## config.mk

```make
export PLATFORM = sky130hd
export DESIGN_NAME = cb_desegment
export DESIGN_NICKNAME = d
export VERILOG_FILES = /design/src/rtl/cb_desegment.sv
export SDC_FILE = /design/constraint.sdc
export NUM_CORES = 1
export LEC_CHECK = 0
export BUFFER_PORTS_ARGS = -buffer_cell sky130_fd_sc_hd__buf_2
export CAP_MARGIN = 30
export CORE_MARGIN = 1.5
export CORE_UTILIZATION = 31
export DETAILED_ROUTE_END_ITERATION = 16
export GPL_TIMING_DRIVEN = 0
export HOLD_SLACK_MARGIN = 0.08
export PLACE_DENSITY = 0.5
export SYNTH_ARGS = -nofsm -noshare
export SYNTH_HDL_FRONTEND = slang
export SYNTH_SLANG_ARGS = --single-unit
```

## constraint.sdc

```tcl
create_clock -name clk_i -period 3.13 [get_ports clk_i]
set_input_delay 0 -clock clk_i [delete_from_list [all_inputs] [get_ports clk_i]]
set_output_delay 0 -clock clk_i [all_outputs]
set_load 0.1 [all_outputs]
```

## src/rtl/cb_desegment.sv

```systemverilog
// Receive-side code-block desegmenter: strips filler and CRC bytes, re-emits the
// payload with block delimiters and checks each block's CRC24B.
module cb_desegment #(
  parameter int unsigned K_LARGE  = 768,
  parameter int unsigned K_SMALL  = 132,
  parameter logic [23:0] CRC_POLY = 24'h800063
) (
  input  logic       clk_i,
  input  logic       reset_i,
  input  logic       in_start_i,
  input  logic       in_block_size_i,
  input  logic       in_valid_i,
  input  logic [7:0] in_data_i,
  input  logic       in_filling_i,
  input  logic       in_crc_i,
  output logic       out_valid_o,
  output logic [7:0] out_data_o,
  output logic       out_sob_o,
  output logic       out_eob_o,
  output logic       crc_done_o,
  output logic       crc_present_o,
  output logic       crc_ok_o,
  output logic       err_proto_o
);

  localparam logic [2:0] S_IDLE = 3'd0;
  localparam logic [2:0] S_FILL = 3'd1;
  localparam logic [2:0] S_DATA = 3'd2;
  localparam logic [2:0] S_CRCB = 3'd3;
  localparam logic [2:0] S_DONE = 3'd4;

  localparam logic [15:0] KL = 16'(K_LARGE);
  localparam logic [15:0] KS = 16'(K_SMALL);

  typedef struct packed {
    logic       valid;
    logic       sob;
    logic       eob;
    logic [7:0] data;
  } beat_t;

  typedef struct packed {
    logic done;
    logic present;
    logic ok;
  } crc_rsp_t;

  function automatic logic [23:0] crc_byte(input logic [23:0] c, input logic [7:0] d);
    logic [23:0] r;
    r = c;
    for (int i = 7; i >= 0; i--) begin
      if (r[23] ^ d[i]) r = {r[22:0], 1'b0} ^ CRC_POLY;
      else              r = {r[22:0], 1'b0};
    end
    return r;
  endfunction

  function automatic beat_t mk_beat(input logic v, input logic s, input logic e,
                                    input logic [7:0] d);
    beat_t b;
    b = '0;
    if (v) b = '{valid: 1'b1, sob: s, eob: e, data: d};
    return b;
  endfunction

  logic [2:0]  state_q, state_d;
  logic [15:0] cnt_q, cnt_d;
  logic [23:0] crc_q, crc_d;
  logic [23:0] rx_q, rx_d;
  logic [2:0]  ncrc_q, ncrc_d;
  logic [7:0]  hold_q, hold_d;
  logic        hold_vld_q, hold_vld_d;
  logic        first_q, first_d;
  beat_t       beat_q, beat_d;
  crc_rsp_t    rsp_q, rsp_d;
  logic        err_q, err_d;

  logic in_blk, acc;

  assign in_blk = (state_q == S_FILL) || (state_q == S_DATA) || (state_q == S_CRCB);
  assign acc    = in_blk && in_valid_i && (cnt_q != 16'd0);

  always_comb begin
    state_d    = state_q;
    cnt_d      = cnt_q;
    crc_d      = crc_q;
    rx_d       = rx_q;
    ncrc_d     = ncrc_q;
    hold_d     = hold_q;
    hold_vld_d = hold_vld_q;
    first_d    = first_q;
    beat_d     = '0;
    rsp_d      = '0;
    err_d      = 1'b0;

    if (in_start_i) begin
      // Abort of an open block flushes the held byte as the block's last one.
      err_d = in_valid_i | in_blk;
      if (in_blk) beat_d = mk_beat(hold_vld_q, first_q, 1'b1, hold_q);
      state_d    = S_FILL;
      cnt_d      = in_block_size_i ? KL : KS;
      crc_d      = '0;
      rx_d       = '0;
      ncrc_d     = '0;
      hold_vld_d = 1'b0;
      first_d    = 1'b1;
    end else if (acc) begin
      cnt_d      = cnt_q - 16'd1;
      beat_d     = mk_beat(hold_vld_q, first_q, in_crc_i, hold_q);
      hold_vld_d = 1'b0;
      if (hold_vld_q) first_d = 1'b0;
      if (in_crc_i) begin
        rx_d    = {rx_q[15:0], in_data_i};
        ncrc_d  = (ncrc_q == 3'd7) ? ncrc_q : ncrc_q + 3'd1;
        err_d   = (state_q == S_FILL);
        state_d = S_CRCB;
      end else if (state_q == S_CRCB) begin
        err_d = 1'b1;
      end else begin
        crc_d = crc_byte(crc_q, in_data_i);
        if (in_filling_i) begin
          err_d = (state_q == S_DATA);
        end else begin
          hold_d     = in_data_i;
          hold_vld_d = 1'b1;
          state_d    = S_DATA;
        end
      end
    end else begin
      // Bytes outside an open block (or past its length) are dropped.
      err_d = in_valid_i;
      if (in_blk && cnt_q == 16'd0) begin
        state_d    = S_DONE;
        beat_d     = mk_beat(hold_vld_q, first_q, 1'b1, hold_q);
        hold_vld_d = 1'b0;
        if (hold_vld_q) first_d = 1'b0;
        rsp_d.done = 1'b1;
        case (ncrc_q)
          3'd0: begin rsp_d.present = 1'b0; rsp_d.ok = 1'b1; end
          3'd3: begin rsp_d.present = 1'b1; rsp_d.ok = (rx_q == crc_q); end
          default: begin
            rsp_d.present = 1'b1;
            rsp_d.ok      = 1'b0;
            err_d         = 1'b1;
          end
        endcase
      end else if (state_q == S_DONE) begin
        state_d = S_IDLE;
      end
    end
  end

  always_ff @(posedge clk_i) begin
    if (!reset_i) begin
      state_q    <= S_IDLE;
      cnt_q      <= '0;
      crc_q      <= '0;
      rx_q       <= '0;
      ncrc_q     <= '0;
      hold_q     <= '0;
      hold_vld_q <= 1'b0;
      first_q    <= 1'b0;
      beat_q     <= '0;
      rsp_q      <= '0;
      err_q      <= 1'b0;
    end else begin
      state_q    <= state_d;
      cnt_q      <= cnt_d;
      crc_q      <= crc_d;
      rx_q       <= rx_d;
      ncrc_q     <= ncrc_d;
      hold_q     <= hold_d;
      hold_vld_q <= hold_vld_d;
      first_q    <= first_d;
      beat_q     <= beat_d;
      rsp_q      <= rsp_d;
      err_q      <= err_d;
    end
  end

  assign out_valid_o   = beat_q.valid;
  assign out_data_o    = beat_q.data;
  assign out_sob_o     = beat_q.sob;
  assign out_eob_o     = beat_q.eob;
  assign crc_done_o    = rsp_q.done;
  assign crc_present_o = rsp_q.present;
  assign crc_ok_o      = rsp_q.ok;
  assign err_proto_o   = err_q;

endmodule

```

**Word level (Yosys, flattened, before mapping)**

Index checks and enable logic that the tools add are counted.

- Bits in registers: 95
- Output and inout port bits: 15

- $add $sub $neg: 2
- Equal/unequal tests: 11
- Muxes and demuxes: 70
- Bitwise logic cells: 24
- Reduce and logical (&&, ||, !) cells: 23

Operators with widths:

| cell | count |
|---|---|
| 2-to-1 mux 24 bit | 36 |
| 2-to-1 mux 11 bit | 6 |
| NOT 5 bit | 8 |
| 2-to-1 mux 16 bit | 2 |
| == test 24 bit | 1 |
| 2-to-1 mux 3 bit | 7 |
| 2-to-1 mux 1 bit | 17 |
| logical NOT 16 bit | 1 |
| nonzero test 16 bit | 1 |
| subtractor 16 x 1 -> 16 bit, second input constant | 1 |
| AND reduction 3 bit | 4 |
| 2-to-1 mux 10 bit | 1 |
| == test 3 x 2 -> 1 bit, second input constant | 3 |
| inequality test 4 bit, second input constant | 2 |
| bitwise XOR 1 bit | 8 |
| NOT 1 bit | 7 |
| == test 3 bit, second input constant | 2 |
| inequality test 3 bit, second input constant | 2 |
| nonzero test 3 bit | 2 |
| AND reduction 5 bit | 1 |
| case mux 2 bit (2 select lines) | 1 |
| nonzero test 2 bit | 2 |
| nonzero test 4 bit | 1 |
| OR reduction 2 bit | 2 |
| other kinds (9) | 12 |

**Depth between registers and ports, before layout**

Gate-level depths: netlist of run 1.

- Depth after elaboration: 45
- Gate-level depth with buffers: 10
- Mapped depth without buffers: 7

**Worst setup path before layout of run 1**

OpenSTA, ideal clock, no wires.

- Kind: register to register
- Start point: register cnt_q[10]
- End point: register crc_q[23]
- Library setup time: 120 ps
- Arrival time: 2153 ps
- Data required time: 3010 ps
- Setup slack: 857 ps
- Cell stages (with the launch flop): 11
- Buffers on the path: 4
- Clock period less this slack: 2273 ps
- Cell sequence: dfxtp_1 or4_4 or3_1 buf_6 o21a_1 buf_6 and2_4 buf_6 buf_6 nand4_1 nand3_1

- Cells in the longest elaborated chain, start to end: 3

Ends and longest elaborated chain:

| what | RTL line | text |
|---|---|---|
| start: declaration | 67 | `logic [15:0] cnt_q, cnt_d;` |
| start signal: assignment | 168 | `cnt_q <= cnt_d;` |
| nonzero test 16 bit | 81 | `assign acc = in_blk && in_valid_i && (cnt_q != 16'd0);` |
| logical AND 1 bit | 81 |  |
| AND reduction 3 bit (no source line) | - |  |
| end signal: assignment | 169 | `crc_q <= crc_d;` |
| end: declaration | 68 | `logic [23:0] crc_q, crc_d;` |

No other way between the ends.
A chain may end at the register's enable or synchronous reset.

**Final worst setup path of run 1**

- Start point: register cnt_q[10]
- End point: register crc_q[13]

Same word-level chain as after synthesis.

==> results of run 1 <==
## power by group
group	internal, µW	switching, µW	leakage (µW)
sequential	1230	17.5	0.000768
clock	767	467	0.000165
combinational	101	170	0.000951
## routing by layer
metal	routed length (µm)	vias up
met5	0	-
met4	186	0
met3	284	13
met2	4367	43
met1	4906	1420
li1	-	1621
## final cells by class
class | count | share of cell area [%]
Multi-Input combinational cell | 325 | 41.53
Buffer | 22 | 2.733
Clock inverter | 4 | 1.544
Inverter | 8 | 0.6074
Tap cell | 172 | 4.353
Sequential cell | 95 | 38.47
Clock buffer | 12 | 5.391
Timing Repair Buffer | 40 | 5.366
## cell families after synthesis
kind of cell | Yosys count | synth area share, %
XOR/XNOR | 61 | 12.97
adder cells (fa/ha/maj) | 5 | 1.518
AO/OA/AOI/OAI | 66 | 10.54
buffers and inverters | 30 | 4.009
flip-flops | 95 | 46.16
multiplexers | 25 | 6.073
AND/OR/NAND/NOR | 168 | 18.74
## worst max-delay path, delay by kind of cell (launching register included)
kind,cells,cell delay (ns)
AO/OA/AOI/OAI,2,0.53
buffers and inverters,2,0.52
flip-flops,1,0.35
AND/OR/NAND/NOR,4,1.04
## per-stage QoR
stage               utilization, %  cell area, µm²  hold slack [ns]  power, µW
floorplan                        -            4120           0.1326       1458
global placement             35.00            4471           0.2849       1528
detailed placement           35.00            4471           0.3023       1530
CTS                          38.70            4943           0.1132       2779
global route                 38.70            4943           0.1793       2859
finish                       38.70            4943           0.1189       2750
## worst max-delay path by stage
stage	startpoint	end	slack, ns
floorplan	cnt_q[10]	crc_q[23]	0.86
global placement	cnt_q[10]	crc_q[13]	0.57
detailed placement	cnt_q[10]	crc_q[13]	0.54
CTS	cnt_q[10]	crc_q[13]	0.52
global route	cnt_q[2]	hold_vld_q	0.33
finish	cnt_q[10]	crc_q[13]	0.56
## registers in the layout (all words and copies together) (netlist names)
register       flops
cnt_q             16
crc_done_o         1
crc_ok_o           1
crc_present_o      1
crc_q             24
err_proto_o        1
first_q            1
hold_q             8
hold_vld_q         1
ncrc_q             3
out_data_o         8
out_eob_o          1
out_sob_o          1
out_valid_o        1
rx_q              24
state_q            3
## placed cells by master, fill, tap and decap left out, types with 4 or more instances in the layout
master,netlist,final
clkbuf_16,0,9
a211oi_2,6,6
dfxtp_1,95,95
a21oi_1,24,24
xnor2_1,33,33
nand3_1,16,16
or3_1,4,4
o21ai_0,9,9
buf_2,6,33
o21ai_1,8,8
dlygate4sd3_1,0,13
nor3_1,9,9
nor4_1,8,8
inv_1,8,8
buf_6,4,4
nand2_1,36,36
nor2_1,68,68
ha_1,5,5
and2_1,10,10
mux2i_1,25,25
xor2_1,28,28
clkbuf_1,10,10
nand4_1,5,5
==> flow_metrics.env, run 1 <==
export IMPL_run_status="complete, no violations"
export IMPL_syn_inst=450
export IMPL_critPathArrivalTime_ns=2.79
export IMPL_relSlewSlack_pct=54.38
export IMPL_period_needed_ns=2.572
export IMPL_clk_pin_slew_worst_paths_ns=0.07
export IMPL_max_stage_delay_ns=0.56
export IMPL_grt_busiest_layer="met2"
export IMPL_clockBufferDepth=2
export IMPL_hold_path_depth=3
export IMPL_required_ns=3.35
export IMPL_yosysSeqAreaShare_pct=46.16
export IMPL_peakVddDrop_uv=245.2
export IMPL_cts_sinks=95
export IMPL_n_antenna_cell=0
export IMPL_instances_no_fill=678
export IMPL_crit_type="reg -> reg"
export IMPL_synth_common_cells="95 x dfxtp_1, 68 x nor2_1, 36 x nand2_1"
export IMPL_worstPathCellList="or4_4, or3_1, buf_6, o211ai_2, buf_2, nor2_1, a21oi_1, nor2_1"
export IMPL_hold_buffers=13
export IMPL_cts_tree="built"
export IMPL_io_pins=30
export IMPL_cts_resized=0
export IMPL_place_ws_ns=0.5446
export IMPL_critPathLaunchType="flop"
export IMPL_fmax_mhz=388.9
export IMPL_asyncSetResetFlopFracSynth_pct=0
export IMPL_layout_nets=521
export IMPL_leakagePower_uw=0.001884
export IMPL_clk_latency_ns=0.34
export IMPL_wl_per_cell_um=14.37
export IMPL_drive_above_1_share_pct=13.64
export IMPL_min_from="in_start_i"
export IMPL_place_congestion=0.8132
export IMPL_core_area_um2=12770
export IMPL_viasPerCell=4.568
export IMPL_met2_usage_pct=22.42
export IMPL_netlist_area_um2=4120
export IMPL_yosysWarnings=0
export IMPL_setup_worst_path_end_class="flop"
export IMPL_grt_pass1_wl_um=15750
export IMPL_rows=41
export IMPL_timing_rr_start="cnt_q[10]"
export IMPL_synth_top_cells_by_area="dfxtp_1 46%, xnor2_1 7.0%, nor2_1 6.2%, mux2i_1 6.1%, xor2_1 6.0%"
export IMPL_path_common_cell="nor2_1"
export IMPL_htree_num_levels=3
export IMPL_seqCellArea_um2=1902
export IMPL_r2r_end="crc_q[13]"
export IMPL_synthFlopType="dfxtp_1"
export IMPL_cts_root_buf="clkbuf_16"
export IMPL_portBuffers=27
export IMPL_cts_buffers=9
export IMPL_yosysTopAreaCellShare_pct=46.16
export IMPL_initial_core_util_pct=32.26
export IMPL_rsz0062_at_grt="no"
export IMPL_synth_most_common_cell="dfxtp_1"
export IMPL_dpl_cell_count=649
export IMPL_dr_pass1_iters=4
export IMPL_wl_um=9745
export IMPL_drt_iter0_drc=206
export IMPL_syn_avg_cell_area_um2=9.156
export IMPL_use_met3_pct=2.751
export IMPL_postCtsSetupBuffers=0
export IMPL_tns_ns=0
export IMPL_post_route_period_util_pct=82.16
export IMPL_grt_pass1_vias=2918
export IMPL_hold_class="in -> reg"
export IMPL_multi_input_area_um2=2053
export IMPL_rr_worst_depth=8
export IMPL_hold_violations=0
export IMPL_grt_ovfl_total=0
export IMPL_finClkSkew_ns=0.006313
export IMPL_fillers=1272
export IMPL_die_w_um=118.3
export IMPL_drv_slew=0
export IMPL_holdPathEnd="first_q"
export IMPL_setup_ws_ns=0.5585
export IMPL_critPathMaxFanout=10
export IMPL_antenna_found_initial=0
export IMPL_grt_max_degree=16
export IMPL_synthDistinctLibCells=43
export IMPL_dieArea_um2=13990
export IMPL_die_height_um=118.3
export IMPL_synth_edf_count=0
export IMPL_worstMarginPinSlew_ns=0.6842
export IMPL_cp_slowest_cell="or4_4"
export IMPL_yosys_area_top_type="dfxtp_1"
export IMPL_synth_nets=470
export IMPL_ff2ff_setup_slack_ns=0.56
export IMPL_place_hpwl_um=7006
export IMPL_p_per_area_nw_per_um2=556.2
export IMPL_ant_nets=0
export IMPL_use_met1_pct=20.10
export IMPL_area_growth_pct=19.98
export IMPL_finalSetupViolCount=0
export IMPL_synth_seq_cells=95
export IMPL_dr_total_vias=3097
export IMPL_cap_violations=0
export IMPL_remaining_drc_errors=0
export IMPL_grt_use_total_pct=14.71
(Power assumes the default switching activity.)
==> run 2: changes to the inputs <==
--- a/config.mk
+++ b/config.mk
@@ -5,6 +5,7 @@
 export SDC_FILE = /design/constraint.sdc
 export NUM_CORES = 1
 export LEC_CHECK = 0
+export ABC_AREA = 1
 export BUFFER_PORTS_ARGS = -buffer_cell sky130_fd_sc_hd__buf_2
 export CAP_MARGIN = 30
 export CORE_MARGIN = 1.5
@@ -12,7 +13,7 @@
 export DETAILED_ROUTE_END_ITERATION = 16
 export GPL_TIMING_DRIVEN = 0
 export HOLD_SLACK_MARGIN = 0.08
-export PLACE_DENSITY = 0.5
+export PLACE_DENSITY = 0.51
 export SYNTH_ARGS = -nofsm -noshare
 export SYNTH_HDL_FRONTEND = slang
 export SYNTH_SLANG_ARGS = --single-unit
==> constraint.sdc (replaced) <==
create_clock -name clk_i -period 2.1 [get_ports clk_i]
set_input_delay 0 -clock clk_i [delete_from_list [all_inputs] [get_ports clk_i]]
set_output_delay 0 -clock clk_i [all_outputs]
set_load 0.1 [all_outputs]
==> flow_metrics.env, run 2 <==
export IMPL_run_status="complete, no violations"
export IMPL_p_sw_uw=1209
export IMPL_relSlewSlack_pct=58.09
export IMPL_postCtsSetupBuffers=0
export IMPL_asyncSetResetFlopFracSynth_pct=0
export IMPL_rows=43
export IMPL_yosysWarnings=0
export IMPL_core_area_um2=14040
export IMPL_critPathArrivalTime_ns=2.18
export IMPL_grt_ovfl_total=0
export IMPL_drt_iter0_drc=325
export IMPL_synth_nets=652
export IMPL_critPathLaunchType="flop"
export IMPL_instances_no_fill=870
export IMPL_hold_class="in -> reg"
export IMPL_netlist_area_um2=4507
export IMPL_p_int_uw=3108
export IMPL_power_share_sequential_pct=43.5
export IMPL_critPathMaxFanout=10
export IMPL_cts_buffers=9
export IMPL_synth_edf_count=0
export IMPL_cap_violations=0
export IMPL_p_per_area_nw_per_um2=807.4
export IMPL_io_pins=30
export IMPL_syn_avg_cell_area_um2=7.131
export IMPL_place_congestion=0.8366
export IMPL_switching_share_pct=28.00
export IMPL_remaining_drc_errors=0
export IMPL_antenna_found_initial=0
export IMPL_cts_sinks=95
export IMPL_portBuffers=28
export IMPL_grt_max_degree=19
export IMPL_layout_commonest_cell="nand2_1"
export IMPL_cts_root_buf="clkbuf_16"
export IMPL_tns_ns=0
export IMPL_setup_worst_path_end_class="flop"
export IMPL_clockBufferDepth=2
export IMPL_leakagePower_uw=0.002282
export IMPL_n_antenna_cell=0
export IMPL_grt_pass1_vias=3879
export IMPL_clkPwrFrac_pct=43.0
export IMPL_wl_per_cell_um=14.27
export IMPL_synth_seq_cells=95
export IMPL_pwr_share_comb_pct=13.5
export IMPL_synthDistinctLibCells=37
export IMPL_required_ns=2.33
export IMPL_fillers=1496
export IMPL_area_growth_pct=18.66
export IMPL_hold_violations=0
export IMPL_finalSetupViolCount=0
export IMPL_synth_top_cells_by_area="dfxtp_1 42%, nand2_1 11%, a21oi_1 8.2%, o21ai_0 7.6%, inv_1 6.9%"
export IMPL_largestRegisters="crc_q: 24 flops, rx_q: 24 flops, cnt_q: 16 flops"
export IMPL_met2_usage_pct=28.82
export IMPL_fmax_mhz=513.4
export IMPL_final_core_util_pct=38.08
export IMPL_synth_most_common_cell="nand2_1"
export IMPL_dieArea_um2=15270
export IMPL_worstMarginPinSlew_ns=0.6287
export IMPL_yosysSeqAreaShare_pct=42.20
export IMPL_synthFlopType="dfxtp_1"
export IMPL_dr_pass1_iters=5
export IMPL_yosys_area_top_type="dfxtp_1"
export IMPL_crit_type="reg -> reg"
export IMPL_grt_pass1_wl_um=20010
export IMPL_ant_nets=0
export IMPL_dpl_cell_count=840
export IMPL_grt_use_total_pct=17.42
export IMPL_grt_busiest_layer="met2"
export IMPL_drv_slew=0
export IMPL_max_stage_delay_ns=0.32
export IMPL_dr_total_vias=4177
export IMPL_post_route_period_util_pct=92.75
export IMPL_peakVddDrop_uv=433.4
export IMPL_place_hpwl_um=9473
export IMPL_synth_common_cells="135 x nand2_1, 95 x dfxtp_1, 83 x inv_1"
export IMPL_die_w_um=123.6
export IMPL_syn_inst=632
export IMPL_use_met3_pct=3.571
export IMPL_use_met1_pct=23.16
export IMPL_period_needed_ns=1.948
export IMPL_cp_slowest_cell="dfxtp_1"
export IMPL_initial_core_util_pct=32.09
export IMPL_rsz0062_at_grt="no"
export IMPL_clk_pin_slew_worst_paths_ns=0.07
export IMPL_finClkSkew_ns=0.01154
export IMPL_startpoint="cnt_q[0]"
export IMPL_cts_tree="built"
export IMPL_wl_um=12420
export IMPL_timing_rr_start="cnt_q[0]"
export IMPL_yosysTopAreaCellShare_pct=42.20
export IMPL_clk_latency_ns=0.36
export IMPL_worstPathCellList="inv_1, ha_1, nand2_2, nor2_4, nand2_4, nor2_8, nand2_4, nand2_8, inv_4, nand2_2, buf_6, inv_4, buf_6, nand3_1, a21oi_2"
export IMPL_layout_nets=705
export IMPL_viasPerCell=4.801
export IMPL_most_common_layout_cells="135 x nand2_1, 95 x dfxtp_1, 83 x inv_1, 74 x a21oi_1, 68 x o21ai_0"
export IMPL_drive_above_1_share_pct=13.48
export IMPL_htree_num_levels=3
export IMPL_min_from="in_filling_i"
export IMPL_die_height_um=123.6
[run 2: power groups by stage]
stage          sequential, µW  clock, µW  combinational, µW
3_3_place_gp             1920          0                560
2_1_floorplan            1940          0                395
4_1_cts                  1880       1910                584
3_5_place_dp             1920          0                562
6_report                 1880       1860                582
5_1_grt                  1880       1970                659
[run 2: worst max-delay path, delay by kind of cell (launching register included)]
kind            cells  cell delay, ns
buf+inv             5            0.48
fa+ha+maj           1            0.18
compound gates      1            0.06
simple gates        8            0.78
flops               1            0.32
[run 2: layout make-up]
class	count	area [µm²]	area share, %
Sequential cell	95	1902	35.56
Clock buffer	9	225.2	4.212
Buffer	19	110.1	2.059
Tap cell	180	225.2	4.212
Clock inverter	7	108.9	2.036
Inverter	89	339.1	6.341
Multi-Input combinational cell	429	2157	40.34
Timing Repair Buffer	42	280.3	5.241
[run 2: through the flow]
step | hold WS (ns) | setup WS, ns | total power [µW] | area (µm²)
floorplan | 0.1384 | 0.4173 | 2330 | 4507
global placement | 0.3029 | 0.1308 | 2477 | 4872
detailed placement | 0.3056 | 0.1202 | 2480 | 4872
CTS | 0.1000 | 0.1226 | 4367 | 5346
global route | 0.1569 | 0.005023 | 4516 | 5348
finish | 0.1118 | 0.1523 | 4317 | 5348
[run 2: path summary, 6_finish.rpt]
kind	endpoint	slack (ns)	cells past startpoint
worst max register to register	crc_q[10]	0.15	15
worst min register to register	out_sob_o	0.43	2
worst max-delay path	crc_q[10]	0.15	15
worst min-delay path	state_q[1]	0.11	6
[run 2: cells by family (layout without fill, tap and decap cells)]
group | after synthesis | after routing | synth area share [%]
adders and majority gates | 5 | 5 | 1.388
xor gates and xnor gates | 13 | 13 | 2.526
and+or+nand+nor | 245 | 245 | 24.04
buffers and inverters | 108 | 166 | 9.939
DFF | 95 | 95 | 42.20
AOI/OAI and AO/OA | 166 | 166 | 19.91
[run 2: timing repair]
action	4_1_cts	5_1_grt
hold buffers	14	0
setup endpoints to repair	0	10
gates resized for setup	0	1
endpoints found under the hold margin	26	0
[run 2: metal layers]
| metal | vias up | part of all wire (%) |
|---|---|---|
| li1 | 2142 | - |
| met3 | 11 | 4.6 |
| met1 | 1929 | 48 |
| met4 | 0 | 1.0 |
| met5 | - | 0 |
| met2 | 95 | 46 |
==> run 3: changes to the inputs <==
--- a/config.mk
+++ b/config.mk
@@ -9,11 +9,11 @@
 export BUFFER_PORTS_ARGS = -buffer_cell sky130_fd_sc_hd__buf_2
 export CAP_MARGIN = 30
 export CORE_MARGIN = 1.5
-export CORE_UTILIZATION = 31
+export CORE_UTILIZATION = 45
 export DETAILED_ROUTE_END_ITERATION = 16
 export GPL_TIMING_DRIVEN = 0
 export HOLD_SLACK_MARGIN = 0.08
-export PLACE_DENSITY = 0.51
+export PLACE_DENSITY = 0.68
 export SYNTH_ARGS = -nofsm -noshare
 export SYNTH_HDL_FRONTEND = slang
 export SYNTH_SLANG_ARGS = --single-unit
==> flow_metrics.env, run 3 (same netlist as run 2, synthesis figures left out) <==
export IMPL_run_status="complete, no violations"
export IMPL_instances_no_fill=822
export IMPL_setup_ws_ns=0.1581
export IMPL_period_needed_ns=1.942
export IMPL_dieArea_um2=10620
export IMPL_portBuffers=28
export IMPL_remaining_drc_errors=0
export IMPL_clk_latency_ns=0.38
export IMPL_post_dp_cell_area_um2=4813
export IMPL_cts_root_buf="clkbuf_8"
export IMPL_relSlewSlack_pct=62.77
export IMPL_grt_use_total_pct=22.90
export IMPL_finClkSkew_ns=0.02367
export IMPL_clk_pin_slew_worst_paths_ns=0.11
export IMPL_place_ws_ns=0.08441
export IMPL_core_area_um2=9729
export IMPL_crit_type="reg -> reg"
export IMPL_grt_max_degree=19
export IMPL_r2r_end="crc_q[15]"
export IMPL_place_congestion=0.9169
export IMPL_die_w_um=103.1
export IMPL_place_hpwl_um=8649
export IMPL_wl_per_cell_um=14.15
export IMPL_post_route_period_util_pct=92.47
export IMPL_cts_sinks=95
export IMPL_ff2ff_setup_slack_ns=0.16
export IMPL_most_common_layout_cells="134 x nand2_1, 95 x dfxtp_1, 83 x inv_1, 74 x a21oi_1, 68 x o21ai_0"
export IMPL_worstMarginPinSlew_ns=0.5585
export IMPL_critPathArrivalTime_ns=2.21
export IMPL_cts_buffers=9
export IMPL_required_ns=2.37
export IMPL_fmax_mhz=515.0
export IMPL_largestRegisters="crc_q: 24 flops, rx_q: 24 flops, cnt_q: 16 flops"
export IMPL_drive_above_1_share_pct=13.64
export IMPL_initial_core_util_pct=46.32
export IMPL_leakagePower_uw=0.002205
export IMPL_setup_worst_path_end_class="flop"
export IMPL_finalSetupViolCount=0
export IMPL_startpoint="cnt_q[0]"
export IMPL_dr_pass1_iters=5
export IMPL_drv_slew=0
export IMPL_design_area_um2=5135
export IMPL_critPathLaunchType="flop"
export IMPL_cap_violations=0
export IMPL_ant_nets=0
export IMPL_rsz0062_at_grt="no"
export IMPL_wl_um=11630
export IMPL_rr_worst_depth=13
export IMPL_layout_nets=704
export IMPL_antenna_found_initial=0
export IMPL_hold_class="in -> reg"
export IMPL_viasPerCell=5.234
export IMPL_dr_total_vias=4302
export IMPL_htree_num_levels=3
export IMPL_io_pins=30
export IMPL_layout_commonest_cell="nand2_1"
export IMPL_grt_ovfl_total=0
export IMPL_clockBufferDepth=2
export IMPL_critPathCapture="crc_q[15]"
export IMPL_area_growth_pct=13.94
export IMPL_dpl_cell_count=793
export IMPL_p_per_area_nw_per_um2=712.5
export IMPL_critPathMaxFanout=10
export IMPL_die_height_um=103.1
export IMPL_final_core_util_pct=52.78
export IMPL_n_antenna_cell=0
export IMPL_timing_rr_start="cnt_q[0]"
export IMPL_hold_violations=0
export IMPL_cts_tree="built"
export IMPL_drt_iter0_drc=304
export IMPL_peakVddDrop_uv=314.9
export IMPL_grt_pass1_vias=3842
export IMPL_rows=36
export IMPL_grt_pass1_wl_um=18730
export IMPL_tns_ns=0
==> run 3: changes by cell type in the layout (fill, tap and decap cells not counted), sizes merged <==
cell         before  now
bufinv            2    0
clkinv            0    1
clkinvlp          0    2
dlygate4sd3      14   13
inv              94   93
==> run 3: timing repair <==
action | 4_1_cts | 5_1_grt
setup buffers | 0 | 0
endpoints found under the hold margin | 26 | 0
gates resized for setup | 0 | 2
hold buffers | 13 | 0
endpoints found under the setup margin | 0 | 11
==> run 3: per-layer routing <==
metal	part of all wire, %	track usage, %	wire length (µm)
met1	48	31.96	5544
met2	45	36.84	5266
met3	5.4	3.254	633
met4	1.6	6.653	184
met5	0	0	0
==> run 3: critical path: stages, from the launching register on <==
cell and delay [ns]:
dfxtp_1 0.33, inv_1 0.09, ha_1 0.18, nand2_2 0.08
nor2_4 0.11, nand2_4 0.09, nor2_8 0.11, nand2_4 0.07
nand2_8 0.11, inv_4 0.06, nand2_2 0.07, buf_6 0.16
buf_2 0.26, a21oi_1 0.11
==> run 3: layout make-up <==
cell class | instances | area (µm²)
plain buffers | 19 | 110.1
clock buffers | 9 | 123.9
clock inverters | 7 | 63.81
fillers | 981 | 4594
inverters | 89 | 339.1
multi-input cells | 429 | 2160
flip-flops and latches | 95 | 1902
well taps | 133 | 166.4
repair buffers | 41 | 270.3
==> run 3: power breakdown <==
part | switching [µW] | internal (µW) | leakage (µW)
Combinational | 395 | 188 | 0.00135
Clock | 741 | 458 | 0.0000903
Sequential | 31.4 | 1850 | 0.000769
Total | 1170 | 2490 | 0.00221
==> run 3: worst min path at each step <==
stage | to | slack [ns] | cells after the start | startpoint
2_1_floorplan | cnt_q[9] | 0.14 | 2 | reset_i
3_3_place_gp | hold_q[0] | 0.33 | 3 | reset_i
3_5_place_dp | hold_q[0] | 0.33 | 3 | reset_i
4_1_cts | state_q[1] | 0.08 | 6 | in_filling_i
5_1_grt | state_q[1] | 0.17 | 6 | in_filling_i
6_report | first_q | 0.12 | 3 | in_start_i
==> run 3: metrics by stage <==
step	power, µW	hold slack [ns]
floorplan	2330	0.1384
global placement	2462	0.3259
detailed placement	2473	0.3257
CTS	3650	0.08462
global route	3814	0.1733
finish	3659	0.1214
